File: src/rtl/keypad_scanner.sv
// Matrix keypad scanner: rotates a one-hot column drive, debounces a single-row hit,
// and hands the key code out on a valid/ready port. Define KEYPAD_REPEAT_EN for auto-repeat.
module keypad_scanner #(
    parameter int ROWS       = 4,
    parameter int COLS       = 4,
    parameter int SCAN_DIV   = 1000,
    parameter int DEBOUNCE   = 4,
    parameter int REPEAT_DLY = 50,
    localparam int CW        = $clog2(ROWS * COLS)
) (
    input  logic            i_clk,
    input  logic            i_rst,
    input  logic [ROWS-1:0] i_Row,
    output logic [COLS-1:0] o_Col,
    output logic [CW-1:0]   o_Key,
    output logic            o_Valid,
    input  logic            i_Ready,
    output logic            o_Overrun
);

    localparam int DW = $clog2(SCAN_DIV);
    localparam logic [DW-1:0] DIV_MAX = DW'(SCAN_DIV - 1);
    localparam logic [3:0]    DEB_L   = 4'(DEBOUNCE);

    typedef enum logic [1:0] {
        ST_SCAN     = 2'd0,
        ST_DEBOUNCE = 2'd1,
        ST_HELD     = 2'd2
    } state_t;

    state_t          state_q, state_d;
    logic [ROWS-1:0] row_meta_q, row_sync_q;
    logic [DW-1:0]   div_q, div_d;
    logic [COLS-1:0] col_q, col_d;
    logic [ROWS-1:0] cap_q, cap_d;
    logic [CW-1:0]   code_q, code_d;
    logic [3:0]      cnt_q, cnt_d;
    logic [CW-1:0]   key_q, key_d;
    logic            valid_q, valid_d;
    logic            ovr_q, ovr_d;
`ifdef KEYPAD_REPEAT_EN
    localparam int RW = $clog2(REPEAT_DLY + 1);
    localparam logic [RW-1:0] REP_L = RW'(REPEAT_DLY);
    logic [RW-1:0]   rep_q, rep_d;
`endif

    logic            sample;
    logic            row_onehot;
    logic [COLS-1:0] col_rot;
    logic [CW-1:0]   scan_code;
    logic [CW-1:0]   emit_code;
    logic            emit;
    int              r_idx, c_idx;

    assign sample     = (div_q == DIV_MAX);
    assign div_d      = sample ? '0 : div_q + DW'(1);
    assign row_onehot = ($countones(row_sync_q) == 1);
    assign col_rot    = {col_q[0], col_q[COLS-1:1]};

    // Bit MSB is index 0 on both the row and column buses.
    always_comb begin
        r_idx = 0;
        c_idx = 0;
        for (int i = 0; i < ROWS; i++) if (row_sync_q[i]) r_idx = ROWS - 1 - i;
        for (int j = 0; j < COLS; j++) if (col_q[j]) c_idx = COLS - 1 - j;
        scan_code = CW'(r_idx * COLS + c_idx);
    end

    always_comb begin
        state_d   = state_q;
        col_d     = col_q;
        cap_d     = cap_q;
        code_d    = code_q;
        cnt_d     = cnt_q;
        emit      = 1'b0;
        emit_code = code_q;
`ifdef KEYPAD_REPEAT_EN
        rep_d     = rep_q;
`endif
        if (sample) begin
            case (state_q)
                ST_SCAN: begin
                    if (row_onehot) begin
                        cap_d     = row_sync_q;
                        code_d    = scan_code;
                        emit_code = scan_code;
                        if (DEBOUNCE == 1) begin
                            emit    = 1'b1;
                            cnt_d   = '0;
                            state_d = ST_HELD;
`ifdef KEYPAD_REPEAT_EN
                            rep_d   = '0;
`endif
                        end else begin
                            cnt_d   = 4'd1;
                            state_d = ST_DEBOUNCE;
                        end
                    end else begin
                        col_d = col_rot;
                    end
                end
                ST_DEBOUNCE: begin
                    if (row_sync_q == cap_q) begin
                        if (cnt_q + 4'd1 == DEB_L) begin
                            emit    = 1'b1;
                            cnt_d   = '0;
                            state_d = ST_HELD;
`ifdef KEYPAD_REPEAT_EN
                            rep_d   = '0;
`endif
                        end else begin
                            cnt_d = cnt_q + 4'd1;
                        end
                    end else begin
                        cnt_d   = '0;
                        col_d   = col_rot;
                        state_d = ST_SCAN;
                    end
                end
                ST_HELD: begin
                    // cnt_q counts consecutive all-zero samples toward release.
                    if (row_sync_q == '0) begin
                        if (cnt_q + 4'd1 == DEB_L) begin
                            cnt_d   = '0;
                            col_d   = col_rot;
                            state_d = ST_SCAN;
                        end else begin
                            cnt_d = cnt_q + 4'd1;
                        end
                    end else begin
                        cnt_d = '0;
                    end
`ifdef KEYPAD_REPEAT_EN
                    if (row_sync_q == cap_q) begin
                        if (rep_q + RW'(1) == REP_L) begin
                            emit  = 1'b1;
                            rep_d = '0;
                        end else begin
                            rep_d = rep_q + RW'(1);
                        end
                    end else begin
                        rep_d = '0;
                    end
`endif
                end
                default: state_d = ST_SCAN;
            endcase
        end
    end

    // Output port: a code is transferred on any cycle with o_Valid and i_Ready both high;
    // a new code arriving while the old one is still unaccepted is dropped and flagged.
    always_comb begin
        key_d   = key_q;
        valid_d = valid_q;
        ovr_d   = ovr_q;
        if (valid_q && i_Ready) valid_d = 1'b0;
        if (emit) begin
            if (valid_q && !i_Ready) begin
                ovr_d = 1'b1;
            end else begin
                key_d   = emit_code;
                valid_d = 1'b1;
            end
        end
    end

    always_ff @(posedge i_clk) begin
        if (i_rst) begin
            state_q    <= ST_SCAN;
            row_meta_q <= '0;
            row_sync_q <= '0;
            div_q      <= '0;
            col_q      <= {1'b1, {(COLS-1){1'b0}}};
            cap_q      <= '0;
            code_q     <= '0;
            cnt_q      <= '0;
            key_q      <= '0;
            valid_q    <= 1'b0;
            ovr_q      <= 1'b0;
`ifdef KEYPAD_REPEAT_EN
            rep_q      <= '0;
`endif
        end else begin
            state_q    <= state_d;
            row_meta_q <= i_Row;
            row_sync_q <= row_meta_q;
            div_q      <= div_d;
            col_q      <= col_d;
            cap_q      <= cap_d;
            code_q     <= code_d;
            cnt_q      <= cnt_d;
            key_q      <= key_d;
            valid_q    <= valid_d;
            ovr_q      <= ovr_d;
`ifdef KEYPAD_REPEAT_EN
            rep_q      <= rep_d;
`endif
        end
    end

    assign o_Col     = col_q;
    assign o_Key     = key_q;
    assign o_Valid   = valid_q;
    assign o_Overrun = ovr_q;

endmodule

File: config.mk
export PLATFORM = sky130hd
export DESIGN_NAME = keypad_scanner
export DESIGN_NICKNAME = d
export VERILOG_FILES = /design/src/rtl/keypad_scanner.sv
export SDC_FILE = /design/constraint.sdc
export NUM_CORES = 1
export LEC_CHECK = 0
export ABC_AREA = 1
export CORE_ASPECT_RATIO = 1.2
export CORE_MARGIN = 4
export CORE_UTILIZATION = 55
export CTS_CLUSTER_DIAMETER = 30
export DETAILED_ROUTE_END_ITERATION = 10
export PLACE_DENSITY = 0.76
export SLEW_MARGIN = 25
export SYNTH_ARGS = -nofsm -noshare
export SYNTH_HDL_FRONTEND = slang
export SYNTH_SLANG_ARGS = --single-unit
File: constraint.sdc
create_clock -name i_clk -period 7.85 [get_ports i_clk]
set_clock_uncertainty 0.2 [all_clocks]
set_input_delay 1.1775 -clock i_clk [delete_from_list [all_inputs] [get_ports i_clk]]
set_output_delay 1.1775 -clock i_clk [all_outputs]
set_load 0.02 [all_outputs]
== After elaboration in Yosys (flattened, before gate mapping) ==
Index checks and enable logic that the tools add are counted.

* Input bits: 7
* Bits in read-only memories: 0
* Output and inout bits: 10
* Memory bits (writable): 0
* Memories: 0
* Register bits after elaboration: 42
* Logic and storage cells: 77
* Bits in latches: 0

* Reduce and logical (&&, ||, !) cells: 13
* $lt $le $gt $ge: 0
* Mux-type cells: 34
* Shifts and indexed selects: 0
* Eq/ne operators: 12
* Multiply operators: 0
* Divide/modulo/power cells: 0
* $add $sub $neg: 6
* Bitwise operators: 1

{| class="wikitable"
|+ Operator list
! cell !! number
|-
| $mux 4 || 14
|-
| $pmux 4 s3 || 2
|-
| $mux 2 || 10
|-
| $add 10x1->10 const B || 1
|-
| $eq 10x10->1 const B || 1
|-
| $ne 2x2->1 const B || 5
|-
| $mux 1 || 7
|-
| $pmux 2 s3 || 1
|-
| $reduce_and 3->1 || 2
|-
| $reduce_and 6->1 || 1
|-
| $reduce_and 5->1 || 1
|-
| $add 1x1->2 || 2
|-
| $add 4x1->4 const B || 1
|-
| $add 4x4->4 || 1
|-
| $eq 4x3->1 const B || 1
|-
| $eq 4x4->1 || 1
|-
| $logic_not 4->1 || 1
|-
| $reduce_and 2->1 || 2
|-
| $add 2x2->3 || 1
|-
| $eq 3x1->1 const B || 1
|-
| $ne 3x3->1 const B || 1
|-
| $reduce_bool 3->1 || 1
|-
| $eq 2x1->1 const B || 1
|-
| $eq 2x2->1 const B || 1
|-
| 5 further kinds || 6
|}

== Logic depth before layout (Yosys ltp) ==
Gate-level depths: netlist of run 1.

* Word-level depth: 8
* Gate-level depth with buffers: 15
* Gate-level depth less buffers: 15

== Worst setup path before layout of run 1 ==
No wires, ideal clock.

* Path type: register to register
* Start point: reg row_sync_q[0]
* End point: reg key_q[2] (netlist: o_Key[2])
* Required time: 7,537 ps
* Arrival: 2,193 ps
* Setup slack: 5,344 ps
* Path buffers: 1
* Library setup time: 113 ps
* Clock period less this slack: 2,506 ps
* Stages on the path, launching flop included: 13
* Path through: dfxtp_1 > inv_1 > fa_1 > inv_1 > ha_1 > ha_1 > inv_1 > nand4_1 > nor2_4 > buf_6 > o21ai_0 > nor2_1 > nor2_1

* Word-level cells in the longest chain between the ends: 8
* Elaborated cells on any way between the ends: 16
* Those cells by class: 3 x add/sub; 2 x eq/ne; 10 x mux; 1 x reduce/logical

{| class="wikitable"
|+ RTL lines
! what !! line !! source
|-
| start, declared || 32 || <nowiki>logic [ROWS-1:0] row_meta_q, row_sync_q;</nowiki>
|-
| start signal, assigned || 187 || <nowiki>row_sync_q <= row_meta_q;</nowiki>
|-
| $mux 2 (4 in a row) || 64 || <nowiki>for (int i = 0; i < ROWS; i++) if (row_sync_q[i]) r_idx = ROWS - 1 - i;</nowiki>
|-
| $add 4x4->4 || 66 || <nowiki>scan_code = CW'(r_idx * COLS + c_idx);</nowiki>
|-
| $mux 4 || 83 || <nowiki>if (row_onehot) begin</nowiki>
|-
| $mux 4 || - ||
|-
| $mux 4 || 80 || <nowiki>if (sample) begin</nowiki>
|-
| end signal, assigned || 193 || <nowiki>key_q <= key_d;</nowiki>
|-
| end, declared || 38 || <nowiki>logic [CW-1:0] key_q, key_d;</nowiki>
|}

Parallel ways exist; a longest one is shown, timed or not.
A chain may end at the register's enable or synchronous reset.

== Worst setup path in the final report of run 1 ==
* Start point: in i_rst
* End point: reg div_q[8]

* Word-level cells in the longest chain between the ends: 1

{| class="wikitable"
|+ RTL lines
! what !! line !! source
|-
| start, declared || 12 || <nowiki>input logic i_rst,</nowiki>
|-
| $reduce_or 2->1 (no source line) || - ||
|-
| end signal, assigned || 188 || <nowiki>div_q <= div_d;</nowiki>
|-
| end, declared || 33 || <nowiki>logic [DW-1:0] div_q, div_d;</nowiki>
|}

No other way between the ends.

==> out/qor.yml, run 1 <==
status:
  status: "finished, final reports clean"
job:
  maxCapViolations: 0
timing:
  timing.final.crit_share_pct: 38.48
  worstMarginPinSlew_ns: 0.5984
  fin_hold_ws_ns: 0.2037
  fmax_mhz: 331.0
  drv_slew: 0
  setup_tns_ns: 0
  relSlewSlack_pct: 59.98
  layout_min_cycle_time_ns: 3.021
  setup_viol: 0
  rsz0062_at_grt: "no"
  layout_setup_ws_ns: 4.829
  hold_violations: 0
setup_path:
  rr_worst_depth: 12
  worstPathMaxFanout: 18
  crit_path_max_incr_delay_ns: 0.85
  cp_num_cells: 6
  slowest_stage: "clkdlybuf4s50_1"
  crit_top_cell: "inv_1"
  arrival_ns: 3.01
  critical_path.cell_chain: "clkdlybuf4s50_1, inv_1, nand2_1, inv_1, o21ai_0, a21oi_1"
  cp-start-kind: "primary input"
  crit_family: "buffers and inverters"
  rrSetupSlack_ns: 4.96
  path_buf_inv: 3
  worstSetupPathType: "in -> reg"
  endpoint_kind: "register"
  worst_ep_required_time_ns: 7.84
layout:
  drive_gt1_share_pct: 7.855
  fin_cells: 383
  fill_cells: 358
  utilization_pct: 66.13
  syn_to_final_growth_pct: 13.76
  final_nets: 350
  antenna_cells: 0
floorplanning:
  start_util_pct: 58.13
  coreArea_sq_um: 3724
  fp.dieW_um: 65.27
  rows: 24
  ios: 17
  die_area_sq_um: 5008
  die_y_um: 76.72
logic_synthesis:
  synthCells: 311
  synth_area_leaders: "dfxtp_1 39%, nand2_1 11%, inv_1 10%"
  synth_area_sq_um: 2165
  yosysTopAreaCell: "dfxtp_1"
  netlist.area_leader.share_pct: 38.84
  syn_avg_cell_area_sq_um: 6.960
  synth_cell_types: 28
  yosysMostFrequentCell: "nand2_1"
  yosys_warnings: 0
  ys_ff_latch: 42
  synth-edff-count: 0
  yosysSeqAreaShare_pct: 38.84
  ys_top_cells_by_count: "65 x nand2_1, 59 x inv_1, 53 x nor2_1"
  yosys_most_used_dff: "dfxtp_1"
  synthArstFlopShare_pct: 0
  synthesis.nets: 331
drt:
  antenna_left: 0
  drt_iter0_markers: 111
  via_per_inst: 4.799
  vias: 1838
  drcViolationCount: 0
  wl_per_cell_um: 10.16
  drtPass1Iterations: 4
  totalWireLength_um: 3893
power_and_ir_drop:
  peakVddDrop_mv: 0.1063
  p_per_area_nw_per_um2: 155.6
  p_leak_nw: 1.091
global_route:
  grt.met3_usage_pct: 4.386
  gr-usage-met2_pct: 28.27
  grt_overflow: 0
  grt_pass1_wl_um: 6975
  grt.met1_usage_pct: 21.25
  antenna_found_initial: 0
  grt_start_max_net_pins: 19
  grt_usage_pct: 17.27
  top_usage_layer: "met2"
  grt_pass1_vias: 1636
clocking:
  postCtsSetupRepairBufs: 0
  clockRootBuffer: "clkbuf_8"
  clockBufferDepth: 2
  clk_pin_slew_worst_paths_ns: 0.07
  cts_buffers: 5
  hold_buffers: 0
  ctsResizeCount: 0
  cts_htree_levels: 2
  cts.sinks: 42
  insertion_delay_ns: 0.30
  cts_tree: "built"
placed_design:
  io_buffer_count: 16
  dpl.hpwl_um: 2925
  dp.cells: 375
  routabilityCongestion: 0.8985
  pre_cts_slack_ns: 4.471
worst_hold_path:
  hp-class: "reg -> reg"
  holdPathStages: 2
==> stage by stage <==
step	power (W)	area, sq um
final	0.0003832	2462
after global routing	0.0004001	2462
after CTS	0.0003898	2462
after detailed placement	0.0002436	2367
after global placement	0.0002426	2367
after floorplan	0.0002373	2165
==> cell families (layout without fill, tap and decap cells) <==
family          Yosys count  count (layout)  share of synthesized area [%]
flops                    42              42                          38.84
simple gates            163             163                          34.22
xor+xnor                  3               3                          1.214
fa+ha+maj                13              13                          7.861
compound gates           27              27                          6.590
buf+inv                  63              83                          11.27
==> cells in the final DEF, fill, tap and decap left out, drive strengths merged <==
cell           instances
a31oi                  1
nor4                   1
or2                    3
clkdlybuf4s50         16
nor3b                  2
nor2                  61
clkinv                 1
xor2                   2
xnor2                  1
o21ai                 11
inv                   59
dfxtp                 42
nor3                   2
ha                    12
fa                     1
clkinvlp               1
o21bai                 1
nand4                  4
nand3                 22
clkbuf                 6
a21oi                 14
nand2                 68
==> routing by layer <==
layer	vias up	routed length, um
met5	-	0
met4	0	70
met3	8	140
met2	27	1953
met1	820	1729
li1	983	-
==> flip-flops by register name, summed over array words and instances, names as in the netlist <==
name / count
state_q: 2
cnt_q: 4
div_q: 10
o_Key: 4
o_Valid: 1
o_Col: 4
code_q: 4
row_meta_q: 4
o_Overrun: 1
row_sync_q: 4
cap_q: 4
==> area by class of cell <==
class                   instances  area, sq um  area share, %
clock inverters                 2        12.51         0.5081
multi-input cells             206         1080          43.85
clock buffers                   6        82.58          3.354
well taps                      52        65.06          2.642
flip-flops and latches         42        840.8          34.15
repair buffers                 16        160.2          6.504
inverters                      59        221.5          8.994
==> report_power, final <==
group | internal [W] | switching [W]
Clock | 0.0000706 | 0.0000742
Sequential | 0.000216 | 0.00000186
Combinational | 0.00000810 | 0.0000123
==> path summary, 6_finish.rpt <==
| check | startpoint | to |
|---|---|---|
| hold reg to reg | row_meta_q[2] | row_sync_q[2] |
| setup reg to reg | row_sync_q[0] | o_Key[2] |
| hold / removal | row_meta_q[2] | row_sync_q[2] |
| setup / recovery | i_rst | div_q[8] |
==> worst register-to-register path, stage by stage, from the launching register on <==
cell	delay, ns
dfxtp_1	0.37
inv_1	0.13
fa_1	0.55
inv_1	0.04
ha_1	0.17
ha_1	0.26
inv_1	0.07
nand4_1	0.22
nor2_4	0.36
nand3_1	0.12
o21ai_0	0.15
nor2_1	0.09
nor2_1	0.10
Power figures use the tool's default switching activity.
==> inputs of run 2 (changes only) <==
- CORE_UTILIZATION: 55 -> 52
- PLACE_DENSITY: 0.76 -> 0.75
- clock period: 7.85 -> 2.5 ns (I/O delays scaled with it)
==> run 2 against run 1 <==
- the run now ends with setup timing left
- cell count grew 4.2%
- non-clock buffer count grew 16
- core utilization up 1.4 points
- critical endpoint is now o_Key[0]
==> out/qor.yml, run 2 (same netlist as run 1, synthesis figures left out) <==
status:
  status: "finished, violations left"
  violations: "setup timing"
floorplanning:
  rows: 25
  coreArea_sq_um: 3973
  fp.dieW_um: 66.90
  ios: 17
  die_area_sq_um: 5263
  start_util_pct: 54.49
  die_y_um: 78.68
clocking:
  insertion_delay_ns: 0.29
  clockRootBuffer: "clkbuf_8"
  clk_pin_slew_worst_paths_ns: 0.07
  clockBufferDepth: 2
  cts.sinks: 42
  cts_tree: "built"
  hold_buffers: 0
  cts_htree_levels: 2
  cts_buffers: 5
power_and_ir_drop:
  peakVddDrop_mv: 0.3896
  p_leak_nw: 1.173
  p_per_area_nw_per_um2: 444.2
  total_power_w: 0.001192
global_route:
  grt_overflow: 0
  grt_start_max_net_pins: 18
  grt_usage_pct: 18.58
  antenna_found_initial: 0
  grt_pass1_wl_um: 7500
  grt_pass1_vias: 1774
setup_path:
  critical_path.cell_chain: "inv_4, fa_1, inv_2, ha_4, ha_4, inv_2, nand4_1, nor2_4, buf_12, buf_6, nand2_2, o21ai_2, nor2_1, nor2_1"
  crit_path_max_incr_delay_ns: 0.54
  slowest_stage: "fa_1"
  path_buf_inv: 5
  crit_family: "adder cells"
  worstPathMaxFanout: 7
  worst_ep_required_time_ns: 2.53
  worstSetupPathType: "reg -> reg"
  arrival_ns: 2.54
  cp-start-kind: "register"
  endpoint_kind: "register"
drt:
  drt_iter0_markers: 57
  drcViolationCount: 0
  route.met3.wl_um: 125
  routed.top_layer: "met4"
  via_per_inst: 4.744
  drtPass1Iterations: 4
  met2WireLength_um: 2288
  met1_length_um: 1887
  wl_per_cell_um: 11.06
  vias: 1893
  totalWireLength_um: 4413
  antenna_left: 0
placed_design:
  dp.cells: 387
  io_buffer_count: 16
  pre_cts_slack_ns: -0.03472
  routabilityCongestion: 0.8393
  dpl.hpwl_um: 3142
layout:
  fin_cells: 399
  drive_gt1_share_pct: 17.97
  utilization_pct: 67.56
  final_cell_mix: "61 x nand2_1, 53 x inv_1, 51 x nor2_1, 40 x dfxtp_1, 18 x nand3_1"
  antenna_cells: 0
  syn_to_final_growth_pct: 23.99
  final_nets: 366
  largest_register: "div_q"
  largest_reg_flops: 10
  final_common_cell: "nand2_1"
timing:
  relSlewSlack_pct: 77.83
  hold_violations: 0
  layout_min_cycle_time_ns: 2.508
  drv_slew: 0
  worstMarginPinSlew_ns: 0.3318
  rsz0062_at_grt: "yes"
  fin_hold_ws_ns: 0.2003
  layout_setup_ws_ns: -0.007540
  timing.final.crit_share_pct: 100.3
  setup_viol: 2
  fmax_mhz: 398.8
worst_hold_path:
  hp-class: "reg -> reg"
job:
  maxCapViolations: 0
## run 2: cell types whose count changed in the layout (fill, tap and decap cells not counted), sizes merged
cell / before / now
buf: 0 / 16
clkinv: 1 / 0
clkinvlp: 1 / 0
## run 2: worst min-delay path, stage by stage, from the launching register on
cell	delay, ns
dfxtp_1	0.30
inv_1	0.04
nor2_1	0.03
## run 2: cell type report
| class | instances | area (sq um) |
|---|---|---|
| Inverter | 59 | 229.0 |
| Clock buffer | 6 | 82.58 |
| Multi-Input combinational cell | 206 | 1155 |
| Sequential cell | 42 | 845.8 |
| Fill cell | 353 | 1289 |
| Timing Repair Buffer | 32 | 304.0 |
| Tap cell | 54 | 67.56 |
## run 2: report_power, final
group / internal (W) / leakage [nW] / total, W / switching [W]
Combinational: 0.0000383 / 0.788 / 0.0000848 / 0.0000465
Sequential: 0.000678 / 0.342 / 0.000685 / 0.00000654
Clock: 0.000213 / 0.0431 / 0.000422 / 0.000210
## run 2: path summary, 6_finish.rpt
| kind | startpoint | to | slack (ns) | depth (start not counted) |
|---|---|---|---|---|
| worst max-delay path | row_sync_q[3] | o_Key[0] | -0.008 | 14 |
| worst min-delay path | row_meta_q[3] | row_sync_q[3] | 0.20 | 2 |
| worst max register to register | row_sync_q[3] | o_Key[0] | -0.008 | 14 |
| worst min register to register | row_meta_q[3] | row_sync_q[3] | 0.20 | 2 |
## run 2: timing repair
item                       CTS  global route
setup buffers                0             6
pin swaps                    2            17
gates resized for setup      4            31
setup endpoints to repair    9            22
## run 2: metal layers
metal	up-vias	GRT usage, %
li1	1011	-
met1	849	20.73
met2	23	32.84
met3	10	4.292
met4	0	8.114
met5	-	0
## run 2: through the flow
stage / area (sq um) / setup TNS [ns]
2_1_floorplan: 2165 / 0
3_3_place_gp: 2445 / 0
3_5_place_dp: 2445 / -0.08054
4_1_cts: 2535 / -0.03601
5_1_grt: 2684 / -2.229
6_report: 2684 / -0.01124
==> inputs of run 3 (changes only) <==
- CELL_PAD_IN_SITES_DETAIL_PLACEMENT: unset -> 0
- CELL_PAD_IN_SITES_GLOBAL_PLACEMENT: unset -> 1
- CORE_UTILIZATION: 52 -> 45
- PLACE_DENSITY: 0.75 -> unset
- PLACE_DENSITY_LB_ADDON: unset -> 0.1
- clock period: 2.5 -> 3 ns (I/O delays scaled with it)
==> run 3 against run 2 <==
- the flow now finishes without violations
- power fell by 17%
- global-route usage decreased by 3.7 points
- first-iteration DRC count grew 30%
- via count is 5.3% lower
- worst setup slack better by 0.25 ns
- clock-buffer cell count down 1
- largest cell class unchanged
- largest power group unchanged
==> out/qor.yml, run 3 (same netlist as run 1, synthesis figures left out) <==
layout:
  largest_register: "div_q"
  multi_input_area_sq_um: 1080
  final_nets: 355
  fin_cells: 394
  ff_latch_area_sq_um: 840.8
  antenna_cells: 0
  drive_gt1_share_pct: 9.226
  final_common_cell: "nand2_1"
  final_cell_mix: "65 x nand2_1, 59 x inv_1, 53 x nor2_1, 42 x dfxtp_1, 20 x nand3_1"
  fill_cells: 474
  largest_reg_flops: 10
  syn_to_final_growth_pct: 16.07
timing:
  timing.final.crit_share_pct: 91.85
  drv_slew: 0
  layout_min_cycle_time_ns: 2.755
  relSlewSlack_pct: 64.22
  setup_tns_ns: 0
  fin_hold_ws_ns: 0.2069
  fmax_mhz: 362.9
  hold_violations: 0
  layout_setup_ws_ns: 0.2446
  rsz0062_at_grt: "no"
  setup_viol: 0
  worstMarginPinSlew_ns: 0.5361
setup_path:
  worst_ep_required_time_ns: 3.02
  arrival_ns: 2.78
  rrSetupSlack_ns: 0.24
  reg2reg_to: "cap_q[0]"
  endpoint_kind: "register"
  cp-start-kind: "register"
  worstSetupPathType: "reg -> reg"
  r2r_start: "row_sync_q[0]"
  worstPathMaxFanout: 6
  rr_worst_depth: 12
power_and_ir_drop:
  p_switching_w: 0.0002397
  switching_share_pct: 24.19
  p_per_area_nw_per_um2: 394.4
  pwr-share-comb_pct: 5.6
  p_int_w: 0.0007512
  peakVddDrop_mv: 0.3318
  total_power_w: 0.0009909
  p_leak_nw: 1.121
  clkPwrFrac_pct: 36.9
  sequentialPowerShare_pct: 57.5
floorplanning:
  rows: 27
  start_util_pct: 46.77
  die_y_um: 83.98
  fp.dieW_um: 71.31
  ios: 17
  coreArea_sq_um: 4628
  die_area_sq_um: 5988
global_route:
  antenna_found_initial: 0
  grt_pass1_vias: 1675
  grt_start_max_net_pins: 18
  grt_usage_pct: 14.89
  grt_pass1_wl_um: 7148
  grt_overflow: 0
placed_design:
  dpl.hpwl_um: 3039
  dp.cells: 382
  pre_cts_slack_ns: 0.1936
  routabilityCongestion: 0.8178
  io_buffer_count: 16
job:
  maxCapViolations: 0
clocking:
  postCtsSetupRepairBufs: 0
  clockRootBuffer: "clkbuf_8"
  cts_buffers: 5
  clk_pin_slew_worst_paths_ns: 0.08
  ctsResizeCount: 0
  cts_htree_levels: 2
  cts.sinks: 42
  clockBufferDepth: 2
  insertion_delay_ns: 0.30
  cts_tree: "built"
  hold_buffers: 0
worst_hold_path:
  hp-class: "reg -> reg"
  holdPathEnd: "row_sync_q[2]"
  holdPathStages: 2
  worstHoldStart: "row_meta_q[2]"
status:
  status: "finished, final reports clean"
drt:
  via_per_inst: 4.551
  drtPass1Iterations: 4
  drcViolationCount: 0
  wl_per_cell_um: 10.33
  drt_iter0_markers: 74
  antenna_left: 0
  vias: 1793
  totalWireLength_um: 4069
-- run 3: cell count changes in the layout (fill, tap and decap cells not counted), sizes merged --
cell | before | now
clkinv | 0 | 2
inv | 59 | 60
buf | 16 | 5
clkbuf | 6 | 5
-- run 3: power by group through the flow --
| stage | Sequential, W | Combinational, W | Clock (W) |
|---|---|---|---|
| after detailed placement | 0.000583 | 0.0000567 | 0 |
| final | 0.000570 | 0.0000554 | 0.000366 |
| after floorplan | 0.000582 | 0.0000388 | 0 |
| after global placement | 0.000583 | 0.0000556 | 0 |
| after CTS | 0.000570 | 0.0000568 | 0.000382 |
| after global routing | 0.000571 | 0.0000653 | 0.000406 |
-- run 3: final cells by class --
| cell class | instances | share of cell area (%) |
|---|---|---|
| Inverter | 59 | 8.815 |
| Clock inverter | 3 | 0.7470 |
| Clock buffer | 5 | 2.739 |
| Sequential cell | 42 | 33.47 |
| Multi-Input combinational cell | 206 | 42.98 |
| Timing Repair Buffer | 21 | 8.367 |
| Tap cell | 58 | 2.888 |
-- run 3: metrics by stage --
| stage | util, % | cell area, sq um |
|---|---|---|
| 6_report | 54.28 | 2512 |
| 5_1_grt | 54.28 | 2512 |
| 4_1_cts | 53.37 | 2470 |
| 3_5_place_dp | 51.47 | 2382 |
| 3_3_place_gp | 51.47 | 2382 |
| 2_1_floorplan | - | 2165 |
-- run 3: layer usage --
layer  global-route usage, %  vias to the layer above  wire length (um)
met2                   24.92                       24              1939
met5                       0                        -                 0
li1                        -                      991                 -
met4                   6.667                        0                70
met1                   17.70                      772              1919
met3                   3.614                        6               139
-- run 3: critical path, cell delays in order (launching register included) --
cell,delay (ns)
dfxtp_1,0.36
inv_1,0.11
fa_1,0.54
inv_1,0.04
ha_1,0.17
ha_1,0.26
inv_1,0.07
nand4_1,0.19
nor2_4,0.24
buf_12,0.14
buf_4,0.10
o21ai_0,0.07
a21oi_1,0.18
-- run 3: how the worst max path moves through the flow --
stage,from,endpoint,slack (ns),depth (start not counted)
final,row_sync_q[0],cap_q[0],0.24,12
after global routing,row_sync_q[0],cap_q[0],0.03,12
after CTS,row_sync_q[0],o_Key[3],0.18,13
after detailed placement,row_sync_q[0],o_Key[3],0.19,13
after global placement,row_sync_q[0],o_Key[3],0.25,13
after floorplan,row_sync_q[0],o_Key[2],0.49,12
==> RTL change 1 (config.mk and constraints of run 2) <==
Add a define of `KEYPAD_REPEAT_EN`.
--- a/src/rtl/keypad_scanner.sv
+++ b/src/rtl/keypad_scanner.sv
@@ -1,4 +1,6 @@
 // Matrix keypad scanner: rotates a one-hot column drive, debounces a single-row hit,
 // and hands the key code out on a valid/ready port. Define KEYPAD_REPEAT_EN for auto-repeat.
+`define KEYPAD_REPEAT_EN
+
 module keypad_scanner #(
     parameter int ROWS       = 4,
Function: same outputs for any inputs over 10 cycles, from zero or initial values and one cycle with i_rst high; that may be too few to reach the edited logic, so the function may still have changed.
==> RTL change 1 against run 2 <==
- sequential cell count increased by 6
- wire length rose by 8.6%
- first-iteration DRC count decreased by 3.5%
- setup slack improved by 0.0087 ns
- final area grew 10%
- synthesized cell count up 14%
- maximum frequency is 0.35% higher
- total power up 16%
- synthesized area rose by 15%
- utilization shrank 3.2 points
- sequential share of layout area is 1.0 points higher
- global-route usage is 1.7 points lower
- critical path type unchanged
- highest routed layer unchanged
==> RTL change 1: results (changes against run 2) <==
Placed Area=2780 sq um (+14%); global-route wire length before repair=8420 um (+12%); distinct cell type count after synthesis=34 (+21%); Post-Place Worst Slack=-0.109 ns (-0.0739 ns); GPL Wtd Cong=0.891 (+6.2%); Static Leakage=1.23 nW (+4.8%); Worst EP arrival=2.53 ns (about the same); Seq/Total Area, Yosys=38.7% (-0.095 points); Final HPWL DP=3530 um (+12%); share of cells above drive strength 1=13.6% (-4.4 points); Max IR drop VDD=0.365 mV (-6.3%); largest registers=div_q x10, rep_q x6; Net Count, Synth=375 (+13%); Clock Power=517 uW (+23%); CP max FO=4 (-3); fill count=419 (+19%); vias per inst=4.87 (+2.6%); actual slew at the worst max-slew pin=0.430 ns (+0.0981 ns); PD cells=468 nW/um^2 (+5.5%); vias post-DR=2141 (+13%); Placed Cells=434 (+12%); WL met2=2470 um (+7.7%); top cells by area, synth=dfxtp_1 39%, nand2_1 12%, inv_1 8.5%; Met1 Routed Length=2160 um (+14%); most frequent cells after synthesis=80 x nand2_1, 56 x inv_1, 52 x nor2_1; GR Util met1=20.0% (-0.70 points); Post-Syn Instances=353 (+14%); Comb power=88.6 uW (+4.5%); # nets final=405 (+11%); GR Util met3=2.89% (-1.4 points); Pint=1.10 mW (+18%); DRT Pass-1 Iters=4 (unchanged); Port Buffers=16 (unchanged); Met3 Wirelength=105 um (-16%); vias in the first global route=2041 (+15%); reg2reg path depth=13 (-1); final wirelength=4790 um (+8.6%); All-Layer GR Usage=16.8% (-1.7 points); First DRT Iteration DRCs=55 (-3.5%); status=complete, no violations; pin count of the biggest net entering global routing=21 (+3); multi-input combinational cell area=1350 sq um (+17%); H-tree Lvls=2 (unchanged); met2 Resource Use GR=30.3% (-2.5 points)
==> RTL change 1: area by class of cell <==
class | count | area share [%]
sequential | 48 | 32.6
inverter | 60 | 7.74
tap | 58 | 2.45
clock buffer | 5 | 2.33
clock inverter | 1 | 1.01
multi-input combinational | 241 | 45.6
timing repair buffer | 27 | 8.33
==> RTL change 1: path summary, 6_finish.rpt <==
path,startpoint,end,slack [ns]
setup / recovery,row_sync_q[3],code_q[3],0.001
hold / removal,row_meta_q[3],row_sync_q[3],0.20
setup reg to reg,row_sync_q[3],code_q[3],0.001
hold reg to reg,row_meta_q[3],row_sync_q[3],0.20
==> RTL change 1: kinds of logic after synthesis <==
kind of cell,share of synthesized area [%]
compound gates,10.2
fa+ha+maj,7.87
buf+inv,10.1
xor+xnor,1.41
simple gates,31.6
flops,38.7
==> RTL change 1: timing repair <==
item                                    in CTS  in global routing
hold buffers                                 0                  0
gates cloned                                 0                  0
gates resized for setup                      4                 19
pin swaps                                    4                 13
buffers inserted                             0                  0
endpoints found under the setup margin      21                 22
==> RTL change 2 (flow settings as in run 2) <==
Without the edit above. `key_q` no longer has a reset.
--- a/src/rtl/keypad_scanner.sv
+++ b/src/rtl/keypad_scanner.sv
@@ -176,5 +176,4 @@
             code_q     <= '0;
             cnt_q      <= '0;
-            key_q      <= '0;
             valid_q    <= 1'b0;
             ovr_q      <= 1'b0;
@@ -191,5 +190,4 @@
             code_q     <= code_d;
             cnt_q      <= cnt_d;
-            key_q      <= key_d;
             valid_q    <= valid_d;
             ovr_q      <= ovr_d;
@@ -198,4 +196,8 @@
 `endif
         end
+    end
+
+    always_ff @(posedge i_clk) begin
+        key_q <= key_d;
     end
 
Function: same outputs for any inputs over 10 cycles, from zero or initial values and one cycle with i_rst high; that may be too few to reach the edited logic, so the function may still have changed.
==> RTL change 2 against run 2 <==
- the run still ends with setup timing left
- setup slack got worse by 0.0074 ns
- final cell count decreased by 9.0%
- total power increased by 20%
- wire length decreased by 4.8%
- utilization increased by 1.8 points
- critical path depth decreased by 3
- sequential power increased by 1%
- final area decreased by 3.0%
- synthesized area decreased by 3.6%
- global-route usage decreased by 0.52 points
- count of clock-buffer cells in the layout unchanged
- sequential cell count unchanged
- critical path type unchanged
- highest routed layer unchanged
==> RTL change 2: results (changes against run 2) <==
status=finished with violations; failing checks=setup timing; Worst Setup SP=row_sync_q[3]; post_cts resized=2 (-2); number of synthesized flops with an enable pin=4 (+4); GR Util met3=4.91% (+0.62 points); Seq/Total Area, Yosys=42.2% (+3.4 points); Worst EP arrival=2.49 ns (-0.05 ns); multi-input combinational cell area=1050 sq um (-9.2%); Seq/total area=33.9% (+2.4 points); sw frac=19.9% (-2.1 points); All-Layer GR Usage=18.1% (-0.52 points); Most flops, register=div_q; comb_multi_in=177 (-14%); final hold slack=0.196 ns (-0.00459 ns); r2r endpoint=o_Key[0]; post-CTS setup buffer count=1 (+1); Comb power=79.8 uW (-5.9%); vias per inst=4.82 (+1.5%); invs w/o clock=56 (-5.1%); share of cells above drive strength 1=18.0% (+0.035 points); Met3 Wirelength=138 um (+10%); fill count=308 (-13%); Synth Area in XOR/XNOR=1.26% (+0.046 points); Layout clock area frac=5.48% (+2.4 points); Min-Delay Path Class=reg2reg; Net Count, Synth=298 (-10%); Met1 Routed Length=2010 um (+6.5%); adder-cell share of the synthesized area=8.16% (+0.30 points); Signal buf overhead=9.75% (-1.6 points); WL met2=1970 um (-14%); First DRT Iteration DRCs=102 (+79%); GR Util met1=23.9% (+3.2 points); Ant. Diodes=0 (unchanged); # nets final=330 (-9.8%); Final setup viols=6 (+4); Repair and plain buffers=28 (-13%); vias in the first global route=1602 (-9.7%); compound-gate portion of the synthesized area=8.16% (+1.6 points); Top Family by Delay on Critical Path=adder cells; top cells by area, synth=dfxtp_1 36%, inv_1 9.9%, nand2_1 9.4%; Final HPWL DP=2980 um (-5.0%); met2 Resource Use GR=27.9% (-5.0 points); reg2reg path depth=11 (-3); Slew HR=74.9% (-2.9 points); GPL Wtd Cong=0.852 (+1.5%); Max IR drop VDD=0.506 mV (+30%); final setup margin=-0.0150 ns (-0.00744 ns); Static Leakage=1.13 nW (-4.0%); PD cells=551 nW/um^2 (+24%); Crit path largest cell delay=0.53 ns; register share of total power=48.4% (-9.0 points); Wirelength per Cell=11.6 um (+4.7%); global-route wire length before repair=7120 um (-5.1%); hold depth=2 (unchanged); most frequent cells after synthesis=55 x inv_1, 52 x nand2_1, 38 x dfxtp_1
-- RTL change 2: cell types whose count changed after synthesis, moves of 3 or more --
cell	change
a21oi_1	+7
dfxtp_1	-4
edfxtp_1	+4
inv_1	-4
nand2_1	-13
nand3_1	-8
nand4_1	+5
nor2_1	-17
nor2_2	-3
or2_2	-3
-- RTL change 2: metrics by stage --
| step | TNS (ns) | util, % | worst slack (ns) | instances | area (sq um) |
|---|---|---|---|---|---|
| after CTS | -0.00802 | 66.7 | -0.00802 | 359 | 2500 |
| after global routing | -1.72 | 69.4 | -0.150 | 363 | 2600 |
| final | -0.0503 | 69.4 | -0.0150 | 363 | 2600 |
| after floorplan | 0 | - | 0.00880 | 278 | 2090 |
| after global placement | 0 | 62.7 | 0.0643 | 350 | 2350 |
| after detailed placement | -0.0735 | 62.7 | -0.0308 | 350 | 2350 |
